$ cat src/rtl/mux2_rr_arbiter_pkg.sv
// Shared definitions for the two-requester round-robin arbiter.
//   state_e    : grant FSM encoding (IDLE / GNT_A / GNT_B)
//   SRC_A/B    : source tags carried alongside the output beat
//   tie_winner : which side wins a simultaneous request from IDLE
package mux2_rr_arbiter_pkg;

    typedef enum logic [1:0] {
        IDLE  = 2'd0,
        GNT_A = 2'd1,
        GNT_B = 2'd2
    } state_e;

    localparam logic SRC_A = 1'b0;
    localparam logic SRC_B = 1'b1;

    // The side that did not hold the most recent grant wins a tie.
    function automatic logic tie_winner(input logic last_gnt);
        return (last_gnt == SRC_B) ? SRC_A : SRC_B;
    endfunction

endpackage

$ cat src/rtl/mux2_rr_arbiter_out.sv
// Registered 2:1 data mux with load enable (module mux2_out_reg).
// Ports:
//   clk_i, rst_n_i : clock, async active-low reset
//   sel_i          : 0 selects data_a_i, 1 selects data_b_i
//   load_i         : capture the selected beat this cycle
//   drain_i        : downstream accepted the currently held beat
//   data_a_i/b_i   : source data
//   out_data_o, out_src_o, out_valid_o : output register
module mux2_out_reg
    import mux2_rr_arbiter_pkg::*;
#(
    parameter int DW = 8
) (
    input  logic          clk_i,
    input  logic          rst_n_i,
    input  logic          sel_i,
    input  logic          load_i,
    input  logic          drain_i,
    input  logic [DW-1:0] data_a_i,
    input  logic [DW-1:0] data_b_i,
    output logic [DW-1:0] out_data_o,
    output logic          out_src_o,
    output logic          out_valid_o
);

    logic [DW-1:0] data_q, data_d;
    logic          src_q, src_d;
    logic          valid_q, valid_d;

    always_comb begin
        data_d  = data_q;
        src_d   = src_q;
        valid_d = valid_q;
        if (load_i) begin
            // A load wins over a drain: the new beat replaces the old one.
            data_d  = sel_i ? data_b_i : data_a_i;
            src_d   = sel_i ? SRC_B : SRC_A;
            valid_d = 1'b1;
        end else if (drain_i) begin
            valid_d = 1'b0;
        end
    end

    always_ff @(posedge clk_i or negedge rst_n_i) begin
        if (!rst_n_i) begin
            data_q  <= '0;
            src_q   <= SRC_A;
            valid_q <= 1'b0;
        end else begin
            data_q  <= data_d;
            src_q   <= src_d;
            valid_q <= valid_d;
        end
    end

    assign out_data_o  = data_q;
    assign out_src_o   = src_q;
    assign out_valid_o = valid_q;

endmodule

$ cat src/rtl/mux2_rr_arbiter.sv
// Round-robin arbiter sharing one registered 2:1 mux between requesters A and B.
// Each grant is limited to MAX_BURST beats while the other side is waiting.
//
// state | meaning
// IDLE  | no grant held, no transfers
// GNT_A | A owns the mux; beats from A transfer when the output can load
// GNT_B | B owns the mux; mirror of GNT_A
//
// Ports:
//   clk, rst_n          : clock, async active-low reset
//   req_x/data_x/ack_x  : requester A/B handshake (ack is a combinational pulse)
//   gnt_a, gnt_b        : registered grant
//   out_valid/data/src  : output register, drained by out_ready
module mux2_rr_arbiter
    import mux2_rr_arbiter_pkg::*;
#(
    parameter int DW        = 8,
    parameter int MAX_BURST = 4,
    parameter int CW        = 2
) (
    input  logic          clk,
    input  logic          rst_n,
    input  logic          req_a,
    input  logic [DW-1:0] data_a,
    output logic          ack_a,
    input  logic          req_b,
    input  logic [DW-1:0] data_b,
    output logic          ack_b,
    output logic          gnt_a,
    output logic          gnt_b,
    output logic          out_valid,
    output logic [DW-1:0] out_data,
    output logic          out_src,
    input  logic          out_ready
);

    state_e        state_q, state_d;
    logic [CW-1:0] burst_q, burst_d;
    logic          last_q, last_d;
    logic          load_en;
    logic          at_limit;

    assign load_en  = !out_valid || out_ready;
    assign at_limit = (burst_q == CW'(MAX_BURST - 1));

    always_comb begin
        state_d = state_q;
        burst_d = burst_q;
        last_d  = last_q;
        ack_a   = 1'b0;
        ack_b   = 1'b0;

        case (state_q)
            IDLE: begin
                if (req_a && req_b)
                    state_d = (tie_winner(last_q) == SRC_A) ? GNT_A : GNT_B;
                else if (req_a)
                    state_d = GNT_A;
                else if (req_b)
                    state_d = GNT_B;
            end
            GNT_A: begin
                ack_a = req_a && load_en;
                if (!req_a) begin
                    state_d = req_b ? GNT_B : IDLE;
                end else if (ack_a) begin
                    // At the limit the counter saturates; with B waiting the
                    // limiting beat hands over, otherwise A keeps the grant.
                    if (at_limit) begin
                        if (req_b)
                            state_d = GNT_B;
                    end else begin
                        burst_d = burst_q + CW'(1);
                    end
                end
            end
            GNT_B: begin
                ack_b = req_b && load_en;
                if (!req_b) begin
                    state_d = req_a ? GNT_A : IDLE;
                end else if (ack_b) begin
                    if (at_limit) begin
                        if (req_a)
                            state_d = GNT_A;
                    end else begin
                        burst_d = burst_q + CW'(1);
                    end
                end
            end
            default: state_d = IDLE;
        endcase

        if (state_d != state_q) begin
            burst_d = '0;
            if (state_d == GNT_A)
                last_d = SRC_A;
            else if (state_d == GNT_B)
                last_d = SRC_B;
        end
    end

    always_ff @(posedge clk or negedge rst_n) begin
        if (!rst_n) begin
            state_q <= IDLE;
            burst_q <= '0;
            last_q  <= SRC_B;
        end else begin
            state_q <= state_d;
            burst_q <= burst_d;
            last_q  <= last_d;
        end
    end

    assign gnt_a = (state_q == GNT_A);
    assign gnt_b = (state_q == GNT_B);

    mux2_out_reg #(.DW(DW)) u_out_reg (
        .clk_i       (clk),
        .rst_n_i     (rst_n),
        .sel_i       (state_q == GNT_B),
        .load_i      (ack_a || ack_b),
        .drain_i     (out_ready),
        .data_a_i    (data_a),
        .data_b_i    (data_b),
        .out_data_o  (out_data),
        .out_src_o   (out_src),
        .out_valid_o (out_valid)
    );

endmodule

$ cat config.mk
export PLATFORM = sky130hd
export DESIGN_NAME = mux2_rr_arbiter
export DESIGN_NICKNAME = d
export VERILOG_FILES = /design/src/rtl/mux2_rr_arbiter_pkg.sv /design/src/rtl/mux2_rr_arbiter_out.sv /design/src/rtl/mux2_rr_arbiter.sv
export SDC_FILE = /design/constraint.sdc
export NUM_CORES = 1
export LEC_CHECK = 0
export CAP_MARGIN = 20
export CELL_PAD_IN_SITES_DETAIL_PLACEMENT = 0
export CELL_PAD_IN_SITES_GLOBAL_PLACEMENT = 1
export CORE_MARGIN = 5
export CORE_UTILIZATION = 32
export DETAILED_ROUTE_END_ITERATION = 10
export GPL_ROUTABILITY_DRIVEN = 0
export PLACE_DENSITY = 0.77
export SYNTH_ARGS = -nofsm -noshare
export SYNTH_HDL_FRONTEND = slang
export SYNTH_HIERARCHICAL = 1
export SYNTH_SLANG_ARGS = --single-unit
$ cat constraint.sdc
create_clock -name clk -period 2.85 [get_ports clk]
set_clock_uncertainty 0.1 [all_clocks]
set_input_delay 0.57 -clock clk [delete_from_list [all_inputs] [get_ports clk]]
set_output_delay 0.57 -clock clk [all_outputs]
set_load 0.005 [all_outputs]
==> impl_metrics.tcl <==
set metrics [dict create \
    outcome "complete, no violations" \
    slowest_delay_ns 0.64 \
    cp_data_arrival_time_ns 1.94 \
    relSlewSlack_pct 54.79 \
    syn_avg_cell_area_um2 9.906 \
    worstPathMaxFanout 10 \
    drtAntennaViolNets 0 \
    whs_endpoint "last_q$_DFFE_PN1P_" \
    crit_path_start_kind "primary input" \
    syn_area_um2 960.9 \
    crit_chain "clkdlybuf4s50_1 -> and3_1 -> clkdlybuf4s50_1" \
    r2r_start "state_q[1]$_DFF_PN0_" \
    grt_pass1_vias 826 \
    core.rowCount 19 \
    end_kind "output pin" \
    hold_violations 0 \
    post_cts_buffers 0 \
    swShare_pct 38.06 \
    nNetsFinal 159 \
    clk_latency_ns 0.27 \
    synth_seq_cells 15 \
    htreeDepth 1 \
    fill_cells 287 \
    cp_common_cell "clkdlybuf4s50_1" \
    die_h_um 64.80 \
    final_common_cell "clkdlybuf4s50_1" \
    grt-ovfl-total 0 \
    routed_wl_um 2185 \
    power_frac_comb_pct 60.4 \
    power_leakage_nw 0.6025 \
    holdBufCountCts 0 \
    rsz0062_at_grt "no" \
    peakVddDrop_mv 0.3334 \
    regToRegEndpoint "last_q$_DFFE_PN1P_" \
    cts_inserted_buffers 3 \
    via_count 829 \
    fin_crit_ns 2.609 \
    fin_setup_tns_ns 0 \
    die_x_um 64.80 \
    boundaryPins 35 \
    rrSetupSlack_ns 0.48 \
    port-buffer-count 34 \
    post-place-ws_ns -0.02248 \
    worst_slack_ns 0.2415 \
    worst_pin_slew_ns 0.6760 \
    synthCells 97 \
    clock-sinks 15 \
    power_density_mw_per_mm2 940.9 \
    drtPass1Iterations 4 \
    dp_hpwl_um 1757 \
    grt_first_pass_wirelength_um 3677 \
    syn-num-nets 124 \
    synth-edff-count 0 \
    drive_gt1_share_pct 9.924 \
    area_growth_pct 38.28 \
    min_path_type "reg2reg" \
    initial_core_util_pct 33.97 \
    synth_cell_types 31 \
    yosysWarnings 6 \
    final_cell_mix "clkdlybuf4s50_1, dfrtp_1, nor2_1, mux2i_1, a21oi_1" \
    p_int_uw 774.4 \
    seq_power_share_pct 30.4 \
    die-area_mm2 0.004199 \
    cts_resized 0 \
    seq_area_um2 376.6 \
    p_clk_share_pct 9.3 \
    r2r_cells 8 \
    ys.flop_type "dfrtp_1" \
    clkSlewWorstSetupHoldPaths_ns 0.08 \
    grt_max_degree 19 \
    synthArstFlopShare_pct 100.0 \
    switchingPower_uw 475.9 \
    clock-root-buffer "clkbuf_4" \
    route.detailed.drc 0 \
    antenna_found_initial 0 \
    drt_iter0_drc 60 \
    fmax_ghz 0.3834 \
    grt.total_usage_pct 11.20 \
    cp_slowest_cell "clkdlybuf4s50_1" \
    fin_crit_sh_pct 91.53 \
    required_ns 2.18 \
    antenna_cells 0 \
    via_per_inst 5.117 \
    yosysSeqAreaShare_pct 39.19 \
    multi_input_area_um2 515.5 \
    maxSlewViolCount 0 \
    clk_path_buf_depth 2 \
    wire_per_inst_um 13.49 \
    whs_path_depth 2 \
    core_area_mm2 0.002829 \
    cts_tree "yes" \
    drv_cap 0 \
    path_class "in2out" \
    worstHoldStart "last_q$_DFFE_PN1P_" \
    finalSetupViolations 0 \
]
[final cells by class]
| class | instances | share of cell area, % |
|---|---|---|
| well taps | 31 | 2.919 |
| flip-flops and latches | 15 | 28.34 |
| clock buffers | 3 | 1.695 |
| inverters | 6 | 1.695 |
| multi-input cells | 71 | 38.79 |
| clock inverters | 1 | 0.3766 |
| repair buffers | 35 | 26.18 |
[per-layer routing]
metal	global-route usage, %	share of wire [%]	vias to the layer above
met5	0	0	-
met1	13.55	44	387
met2	18.65	47	30
met4	6.332	1.6	0
met3	2.073	6.6	2
li1	-	-	410
[critical path, delay by kind of cell]
family,cells,cell delay [ns]
and+or+nand+nor,1,0.22
buffers and inverters,2,1.15
[registers in the layout (all words and copies together) (netlist names)]
signal,count
u_out_reg/out_data_o,8
burst_q,2
state_q,2
last_q,1
u_out_reg/out_src_o,1
u_out_reg/out_valid_o,1
[how the worst max path moves through the flow]
stage | start | to | slack [ns] | cells past startpoint
final | req_a | ack_a | 0.24 | 3
after global routing | req_b | last_q$_DFFE_PN1P_ | 0.15 | 8
after CTS | req_a | ack_a | 0.24 | 3
after detailed placement | req_b | last_q$_DFFE_PN1P_ | -0.02 | 8
after global placement | req_b | last_q$_DFFE_PN1P_ | 0.05 | 8
after floorplan | req_a | last_q$_DFFE_PN1P_ | 0.62 | 8
[power by group through the flow]
stage	combinational [mW]	clock (mW)	sequential (mW)
floorplan	0.481	0	0.378
global placement	0.737	0	0.380
detailed placement	0.759	0	0.383
CTS	0.767	0.123	0.380
global route	0.846	0.134	0.393
finish	0.755	0.116	0.380
[synth_stat cells, drive strengths merged (2+ instances only)]
cell | n | area share (%)
nor3 | 2 | 1.0
nor2 | 10 | 3.9
or3 | 2 | 1.8
dfrtp | 14 | 36
o21ai | 4 | 2.1
ha | 6 | 7.8
mux2i | 10 | 10
and3 | 2 | 1.3
nand2b | 2 | 1.3
a21oi | 8 | 4.2
o2111ai | 2 | 1.8
o211a | 3 | 3.1
inv | 6 | 2.3
nand2 | 7 | 3.0
or2 | 3 | 2.0
buf | 5 | 4.8
[kinds of logic after synthesis]
family / Yosys count / synth area share, %
xor gates and xnor gates: 1 / 0.9116
buffers and inverters: 11 / 7.161
AOI/OAI and AO/OA: 23 / 17.06
DFF: 15 / 39.19
adders and majority gates: 6 / 7.812
and+or+nand+nor: 30 / 15.89
muxes: 11 / 11.98
[per-stage QoR]
| step | instance area, um2 | util [%] | std cells | power [mW] | hold WS, ns |
|---|---|---|---|---|---|
| after global placement | 1301 | 46.00 | 158 | 1.117 | 0.3623 |
| after floorplan | 960.9 | - | 97 | 0.8585 | 0.1744 |
| after CTS | 1329 | 46.97 | 162 | 1.270 | 0.3848 |
| final | 1329 | 46.97 | 162 | 1.250 | 0.3803 |
| after detailed placement | 1301 | 46.00 | 158 | 1.141 | 0.3719 |
| after global routing | 1329 | 46.97 | 162 | 1.373 | 0.3977 |
(Power assumes the default switching activity.)
